--- config.mk ---
export PLATFORM = sky130hd
export DESIGN_NAME = multicycle_control
export DESIGN_NICKNAME = d
export VERILOG_FILES = /design/src/rtl/mips_ctrl_pkg.sv /design/src/rtl/mem_wait_timer.sv /design/src/rtl/multicycle_control.sv
export SDC_FILE = /design/constraint.sdc
export NUM_CORES = 1
export LEC_CHECK = 0
export ABC_AREA = 1
export BUFFER_PORTS_ARGS = -buffer_cell sky130_fd_sc_hd__buf_2
export CAP_MARGIN = 20
export CELL_PAD_IN_SITES_DETAIL_PLACEMENT = 0
export CELL_PAD_IN_SITES_GLOBAL_PLACEMENT = 1
export CORE_ASPECT_RATIO = 1.25
export CORE_MARGIN = 5
export CORE_UTILIZATION = 32
export CTS_CLUSTER_DIAMETER = 150
export DETAILED_ROUTE_END_ITERATION = 7
export HOLD_SLACK_MARGIN = 0.15
export PLACE_DENSITY = 0.8
export SYNTH_ARGS = -nofsm -noshare
export SYNTH_HDL_FRONTEND = slang
export SYNTH_SLANG_ARGS = --single-unit
--- constraint.sdc ---
create_clock -name clk -period 1.69 [get_ports clk]
set_input_delay 0.2535 -clock clk [delete_from_list [all_inputs] [get_ports clk]]
set_output_delay 0.2535 -clock clk [all_outputs]
set_load 0.05 [all_outputs]
--- src/rtl/mips_ctrl_pkg.sv ---
// rtl/mips_ctrl_pkg.sv - shared encodings for the multicycle MIPS control FSM
package mips_ctrl_pkg;

    typedef enum logic [3:0] {
        ST_FETCH,
        ST_DECODE,
        ST_EXEC_R,
        ST_R_WB,
        ST_EXEC_I,
        ST_I_WB,
        ST_MEM_ADDR,
        ST_MEM_READ,
        ST_MEM_WB,
        ST_MEM_WRITE,
        ST_BRANCH,
        ST_JUMP,
        ST_TRAP
    } state_e;

    localparam logic [5:0] OP_RTYPE = 6'b000000;
    localparam logic [5:0] OP_LW    = 6'b100011;
    localparam logic [5:0] OP_SW    = 6'b101011;
    localparam logic [5:0] OP_ADDI  = 6'b001000;
    localparam logic [5:0] OP_BEQ   = 6'b000100;
    localparam logic [5:0] OP_J     = 6'b000010;

    localparam logic [5:0] FUNCT_ADD = 6'b100000;
    localparam logic [5:0] FUNCT_SUB = 6'b100010;
    localparam logic [5:0] FUNCT_AND = 6'b100100;
    localparam logic [5:0] FUNCT_OR  = 6'b100101;
    localparam logic [5:0] FUNCT_SLT = 6'b101010;

    localparam logic [2:0] ALU_NONE = 3'b000;
    localparam logic [2:0] ALU_ADD  = 3'b001;
    localparam logic [2:0] ALU_SUB  = 3'b010;
    localparam logic [2:0] ALU_AND  = 3'b011;
    localparam logic [2:0] ALU_OR   = 3'b100;
    localparam logic [2:0] ALU_SLT  = 3'b101;

    localparam logic [1:0] SRCB_RT     = 2'd0;
    localparam logic [1:0] SRCB_FOUR   = 2'd1;
    localparam logic [1:0] SRCB_IMM    = 2'd2;
    localparam logic [1:0] SRCB_IMM_SH = 2'd3;

    localparam logic [1:0] PCSRC_ALU    = 2'd0;
    localparam logic [1:0] PCSRC_ALUOUT = 2'd1;
    localparam logic [1:0] PCSRC_JUMP   = 2'd2;

    localparam logic [1:0] CAUSE_NONE    = 2'd0;
    localparam logic [1:0] CAUSE_ILLEGAL = 2'd1;
    localparam logic [1:0] CAUSE_TIMEOUT = 2'd2;

    // ALU_NONE marks an unsupported R-type function field.
    function automatic logic [2:0] funct_to_alu(input logic [5:0] funct);
        case (funct)
            FUNCT_ADD: return ALU_ADD;
            FUNCT_SUB: return ALU_SUB;
            FUNCT_AND: return ALU_AND;
            FUNCT_OR:  return ALU_OR;
            FUNCT_SLT: return ALU_SLT;
            default:   return ALU_NONE;
        endcase
    endfunction

endpackage

--- src/rtl/mem_wait_timer.sv ---
// rtl/mem_wait_timer.sv - counts memory wait cycles and flags a timeout
module mem_wait_timer #(
    parameter int MEM_TIMEOUT = 16,
    parameter int CNT_W       = 5
) (
    input  logic clk,
    input  logic reset,
    input  logic active,
    input  logic ready,
    output logic expired
);

    localparam logic [CNT_W-1:0] LAST_WAIT = CNT_W'(MEM_TIMEOUT - 1);

    logic [CNT_W-1:0] cnt_q;
    logic [CNT_W-1:0] cnt_d;

    // Expires on the cycle the count would reach the limit; a ready in that cycle wins.
    always_comb begin
        expired = active && !ready && (cnt_q == LAST_WAIT);
        cnt_d   = cnt_q + 1'b1;
        if (!active || ready || expired) begin
            cnt_d = '0;
        end
    end

    always_ff @(posedge clk) begin
        if (reset) begin
            cnt_q <= '0;
        end else begin
            cnt_q <= cnt_d;
        end
    end

endmodule

--- src/rtl/multicycle_control.sv ---
// rtl/multicycle_control.sv - Moore control FSM for the shared multicycle MIPS datapath
module multicycle_control
    import mips_ctrl_pkg::*;
#(
    parameter int MEM_TIMEOUT = 16,
    parameter int CNT_W       = 5
) (
    input  logic       clk,
    input  logic       reset,
    input  logic [5:0] op,
    input  logic [5:0] funct,
    input  logic       zero,
    input  logic       mem_ready,
    output logic       pc_write,
    output logic       ir_write,
    output logic       iord,
    output logic       mem_read,
    output logic       mem_write,
    output logic       mem_to_reg,
    output logic       reg_dst,
    output logic       reg_write,
    output logic       alu_src_a,
    output logic [1:0] alu_src_b,
    output logic [2:0] alu_ctrl,
    output logic [1:0] pc_src,
    output logic       trap,
    output logic [1:0] trap_cause
);

    state_e     state_q;
    state_e     state_d;
    logic [1:0] trap_cause_q;
    logic [1:0] trap_cause_d;
    logic       mem_active;
    logic       mem_expired;
    logic [2:0] r_alu;

    assign mem_active = (state_q == ST_FETCH) || (state_q == ST_MEM_READ) ||
                        (state_q == ST_MEM_WRITE);
    assign r_alu      = funct_to_alu(funct);

    mem_wait_timer #(
        .MEM_TIMEOUT(MEM_TIMEOUT),
        .CNT_W      (CNT_W)
    ) u_mem_wait_timer (
        .clk    (clk),
        .reset  (reset),
        .active (mem_active),
        .ready  (mem_ready),
        .expired(mem_expired)
    );

    always_ff @(posedge clk) begin
        if (reset) begin
            state_q      <= ST_FETCH;
            trap_cause_q <= CAUSE_NONE;
        end else begin
            state_q      <= state_d;
            trap_cause_q <= trap_cause_d;
        end
    end

    // Outputs are held at zero while reset is high, whatever state is still registered.
    always_comb begin
        state_d      = state_q;
        trap_cause_d = trap_cause_q;
        pc_write     = 1'b0;
        ir_write     = 1'b0;
        iord         = 1'b0;
        mem_read     = 1'b0;
        mem_write    = 1'b0;
        mem_to_reg   = 1'b0;
        reg_dst      = 1'b0;
        reg_write    = 1'b0;
        alu_src_a    = 1'b0;
        alu_src_b    = SRCB_RT;
        alu_ctrl     = ALU_NONE;
        pc_src       = PCSRC_ALU;
        trap         = 1'b0;
        trap_cause   = CAUSE_NONE;
        if (!reset) begin
            trap_cause = trap_cause_q;
            case (state_q)
                ST_FETCH: begin
                    mem_read  = 1'b1;
                    alu_src_b = SRCB_FOUR;
                    alu_ctrl  = ALU_ADD;
                    if (mem_ready) begin
                        ir_write = 1'b1;
                        pc_write = 1'b1;
                        pc_src   = PCSRC_ALU;
                        state_d  = ST_DECODE;
                    end else if (mem_expired) begin
                        state_d      = ST_TRAP;
                        trap_cause_d = CAUSE_TIMEOUT;
                    end
                end
                ST_DECODE: begin
                    alu_src_b = SRCB_IMM_SH;
                    alu_ctrl  = ALU_ADD;
                    case (op)
                        OP_RTYPE:     state_d = ST_EXEC_R;
                        OP_LW, OP_SW: state_d = ST_MEM_ADDR;
                        OP_ADDI:      state_d = ST_EXEC_I;
                        OP_BEQ:       state_d = ST_BRANCH;
                        OP_J:         state_d = ST_JUMP;
                        default: begin
                            state_d      = ST_TRAP;
                            trap_cause_d = CAUSE_ILLEGAL;
                        end
                    endcase
                end
                ST_EXEC_R: begin
                    alu_src_a = 1'b1;
                    alu_src_b = SRCB_RT;
                    alu_ctrl  = r_alu;
                    if (r_alu == ALU_NONE) begin
                        state_d      = ST_TRAP;
                        trap_cause_d = CAUSE_ILLEGAL;
                    end else begin
                        state_d = ST_R_WB;
                    end
                end
                ST_R_WB: begin
                    reg_write = 1'b1;
                    reg_dst   = 1'b1;
                    state_d   = ST_FETCH;
                end
                ST_EXEC_I: begin
                    alu_src_a = 1'b1;
                    alu_src_b = SRCB_IMM;
                    alu_ctrl  = ALU_ADD;
                    state_d   = ST_I_WB;
                end
                ST_I_WB: begin
                    reg_write = 1'b1;
                    state_d   = ST_FETCH;
                end
                ST_MEM_ADDR: begin
                    alu_src_a = 1'b1;
                    alu_src_b = SRCB_IMM;
                    alu_ctrl  = ALU_ADD;
                    if (op == OP_LW) begin
                        state_d = ST_MEM_READ;
                    end else if (op == OP_SW) begin
                        state_d = ST_MEM_WRITE;
                    end else begin
                        state_d      = ST_TRAP;
                        trap_cause_d = CAUSE_ILLEGAL;
                    end
                end
                ST_MEM_READ, ST_MEM_WRITE: begin
                    iord      = 1'b1;
                    mem_read  = (state_q == ST_MEM_READ);
                    mem_write = (state_q == ST_MEM_WRITE);
                    if (mem_ready) begin
                        state_d = (state_q == ST_MEM_READ) ? ST_MEM_WB : ST_FETCH;
                    end else if (mem_expired) begin
                        state_d      = ST_TRAP;
                        trap_cause_d = CAUSE_TIMEOUT;
                    end
                end
                ST_MEM_WB: begin
                    reg_write  = 1'b1;
                    mem_to_reg = 1'b1;
                    state_d    = ST_FETCH;
                end
                ST_BRANCH: begin
                    alu_src_a = 1'b1;
                    alu_src_b = SRCB_RT;
                    alu_ctrl  = ALU_SUB;
                    pc_src    = PCSRC_ALUOUT;
                    pc_write  = zero;
                    state_d   = ST_FETCH;
                end
                ST_JUMP: begin
                    pc_write = 1'b1;
                    pc_src   = PCSRC_JUMP;
                    state_d  = ST_FETCH;
                end
                ST_TRAP: begin
                    trap = 1'b1;
                end
                default: begin
                    state_d      = ST_TRAP;
                    trap_cause_d = CAUSE_ILLEGAL;
                end
            endcase
        end
    end

endmodule

==> impl_metrics.toml <==
[logic_synthesis]
yosysWarnings = 0
synth_area_um2 = 1050
synthFlopType = "dfxtp_1"
ys_seq_area_share_pct = 21.1
async_flop_share_pct = 0
synth_top_area_share_pct = 21.1
synth-edff-count = 0
synth_cell_type_count = 25
ys_top_cells_by_area = "dfxtp_1 21%, nand2_1 15%, nor2_1 15%, inv_1 10%, nand3_1 9.1%"
synth.net_count = 207
syn_inst = 189
yosysTopAreaCell = "dfxtp_1"
ys_ff_latch = 11
syn_avg_cell_area_um2 = 5.53
synth_top_cells_by_count = "41 x nand2_1, 41 x nor2_1, 29 x inv_1, 19 x nand3_1, 11 x dfxtp_1"

[layout]
fin_util_pct = 48.7
drive_gt1_share_pct = 40.6
syn_to_final_growth_pct = 48.8
layout.nets = 253
antenna_cells = 0

[timing]
slew_viol_final = 0
skew_ps = 2.40
setup_tns_ps = 0
fmax_mhz = 603
fin_hold_ws_ps = 417
finalCritPeriodShare_pct = 98.2
relSlewSlack_pct = 67.9
tightest_slew_ps = 481
grt_setup_unrepaired = "true"
fin_crit_ps = 1660
setup_viol = 0
hold_viol_final = 0

[placement]
portBuffers = 34
hpwlAfterDp_um = 2340
gp_congestion = 0.833

[setup_path]
worstSetupEndpointType = "output port"
path_class = "reg2out"
reg2reg_to = "trap_cause_q[1]"
path_max_fanout = 4
max_stage_delay_ps = 360
r2r_slack_ps = 230
worstPathCellList = "inv_2 > nor2_4 > inv_2 > nor2_4 > a21oi_2 > a31oi_4 > buf_6"
crit_buf_inv = 3
crit_arrival_ps = 1410
path_delay_family = "flip-flops"
crit_slowest_cell = "dfxtp_2"
reg2reg_depth = 11
startpoint_type = "flop"
worstReg2RegStart = "u_mem_wait_timer.cnt_q[0]"
critPathRequiredTime_ps = 1440

[floorplan]
initial_core_util_pct = 32.7
die_x_um = 61.1
coreArea_um2 = 3190
rows = 23
dieHeight_um = 73.9
dieArea_um2 = 4520
io_pins = 35

[clock_network]
path_clk_slew_ps = 50
clock_sinks = 11
clk_latency_ps = 240
ctsLongestPathBuffers = 2
cts_tree = "done"
hold_buffers = 0
cts_buffers = 3
cts-root-buf = "clkbuf_8"
h-tree-depth = 1

[grt]
grt_use_total_pct = 13.0
grt_first_pass_wirelength_um = 4570
grt_pass1_vias = 1127
antenna_found_initial = 0
grt_max_degree = 20
overflow = 0

[drt]
route.detailed.drc = 0
drt_iter0_markers = 35
viasPerCell = 4.65
ant_nets = 0
wl_per_cell_um = 10.2
dr.pass1.iters = 4
wl_um = 2760
route.vias.total = 1260

[min_path]
hp-start = "u_mem_wait_timer.cnt_q[0]"
holdPathEnd = "u_mem_wait_timer.cnt_q[0]"
hold_class = "reg2reg"
min_path_cells = 1

[power_and_ir_drop]
vdd_ir_drop_max_mv = 0.844
power_density_nw_per_um2 = 1350
leakagePower_nw = 0.772

[job]
maxCapViolations = 0

[outcome]
status = "finished, final reports clean"
registers in the layout, indices dropped and copies added, names as in the netlist:
name / cells
state_q: 4
trap_cause_q: 2
u_mem_wait_timer.cnt_q: 5
where the power goes:
part | switching (mW) | internal [mW]
Clock | 0.0957 | 0.162
Sequential | 0.0751 | 0.329
Combinational | 0.938 | 0.498
worst max-delay path by stage:
| stage | startpoint | to | slack (ps) | depth (start not counted) |
|---|---|---|---|---|
| floorplan | reset | trap | -60 | 2 |
| global placement | state_q[1] | alu_ctrl[0] | 100 | 5 |
| detailed placement | state_q[0] | alu_ctrl[0] | 60 | 7 |
| CTS | state_q[2] | alu_ctrl[0] | -20 | 6 |
| global route | state_q[3] | pc_write | -50 | 7 |
| finish | state_q[0] | alu_ctrl[0] | 30 | 7 |
metal layers:
layer	vias to the layer above	GRT usage (%)	wire [um]
met5	-	0	0
met4	0	2.89	24
met3	4	2.11	130
met2	21	25.1	1500
met1	550	14.3	1100
li1	685	-	-
through the flow:
step                instance area (um^2)  std cells  setup WS, ps  power, mW
global placement                    1360        264          96.1       1.62
detailed placement                  1360        264          57.6       1.62
finish                              1560        271          30.3       2.10
global route                        1560        271         -46.9       2.27
floorplan                           1110        189         -58.6       1.33
CTS                                 1460        268         -20.0       1.96
layout by cell type (no fill, tap or decap), types with 2 or more instances in the layout:
cell       n
a21oi_1    4
a21oi_2    5
buf_2     23
buf_4     12
buf_6      6
clkbuf_4   3
clkbuf_8   3
dfxtp_1    6
dfxtp_2    2
dfxtp_4    3
ha_2       2
inv_1     22
inv_2      6
inv_4      3
nand2_1   39
nand2_2    5
nand3_1   19
nand3b_1   2
nand4_1    3
nor2_1    37
nor2_2     5
nor2_4     6
o21ai_0    3
area by class of cell:
cell class,instances,area [um^2]
timing repair buffer,44,295
multi-input combinational,144,811
clock inverter,1,5.00
fill,355,1640
clock buffer,3,41.3
tap,37,46.3
inverter,31,124
sequential,11,234
logic make-up (layout without fill, tap and decap cells):
logic type	after synthesis	count (layout)	share of synthesized area, %
simple gates	125	125	55.3
buf+inv	34	79	12.6
compound gates	16	16	7.89
fa+ha+maj	2	2	2.39
flops	11	11	21.1
xor+xnor	1	1	0.837
repair_timing:
item / CTS / global route
pin swaps: 0 / 8
resized for setup: 20 / 31
setup endpoints to repair: 11 / 14
setup buffers: 0 / 3
Power figures use the tool's default switching activity.
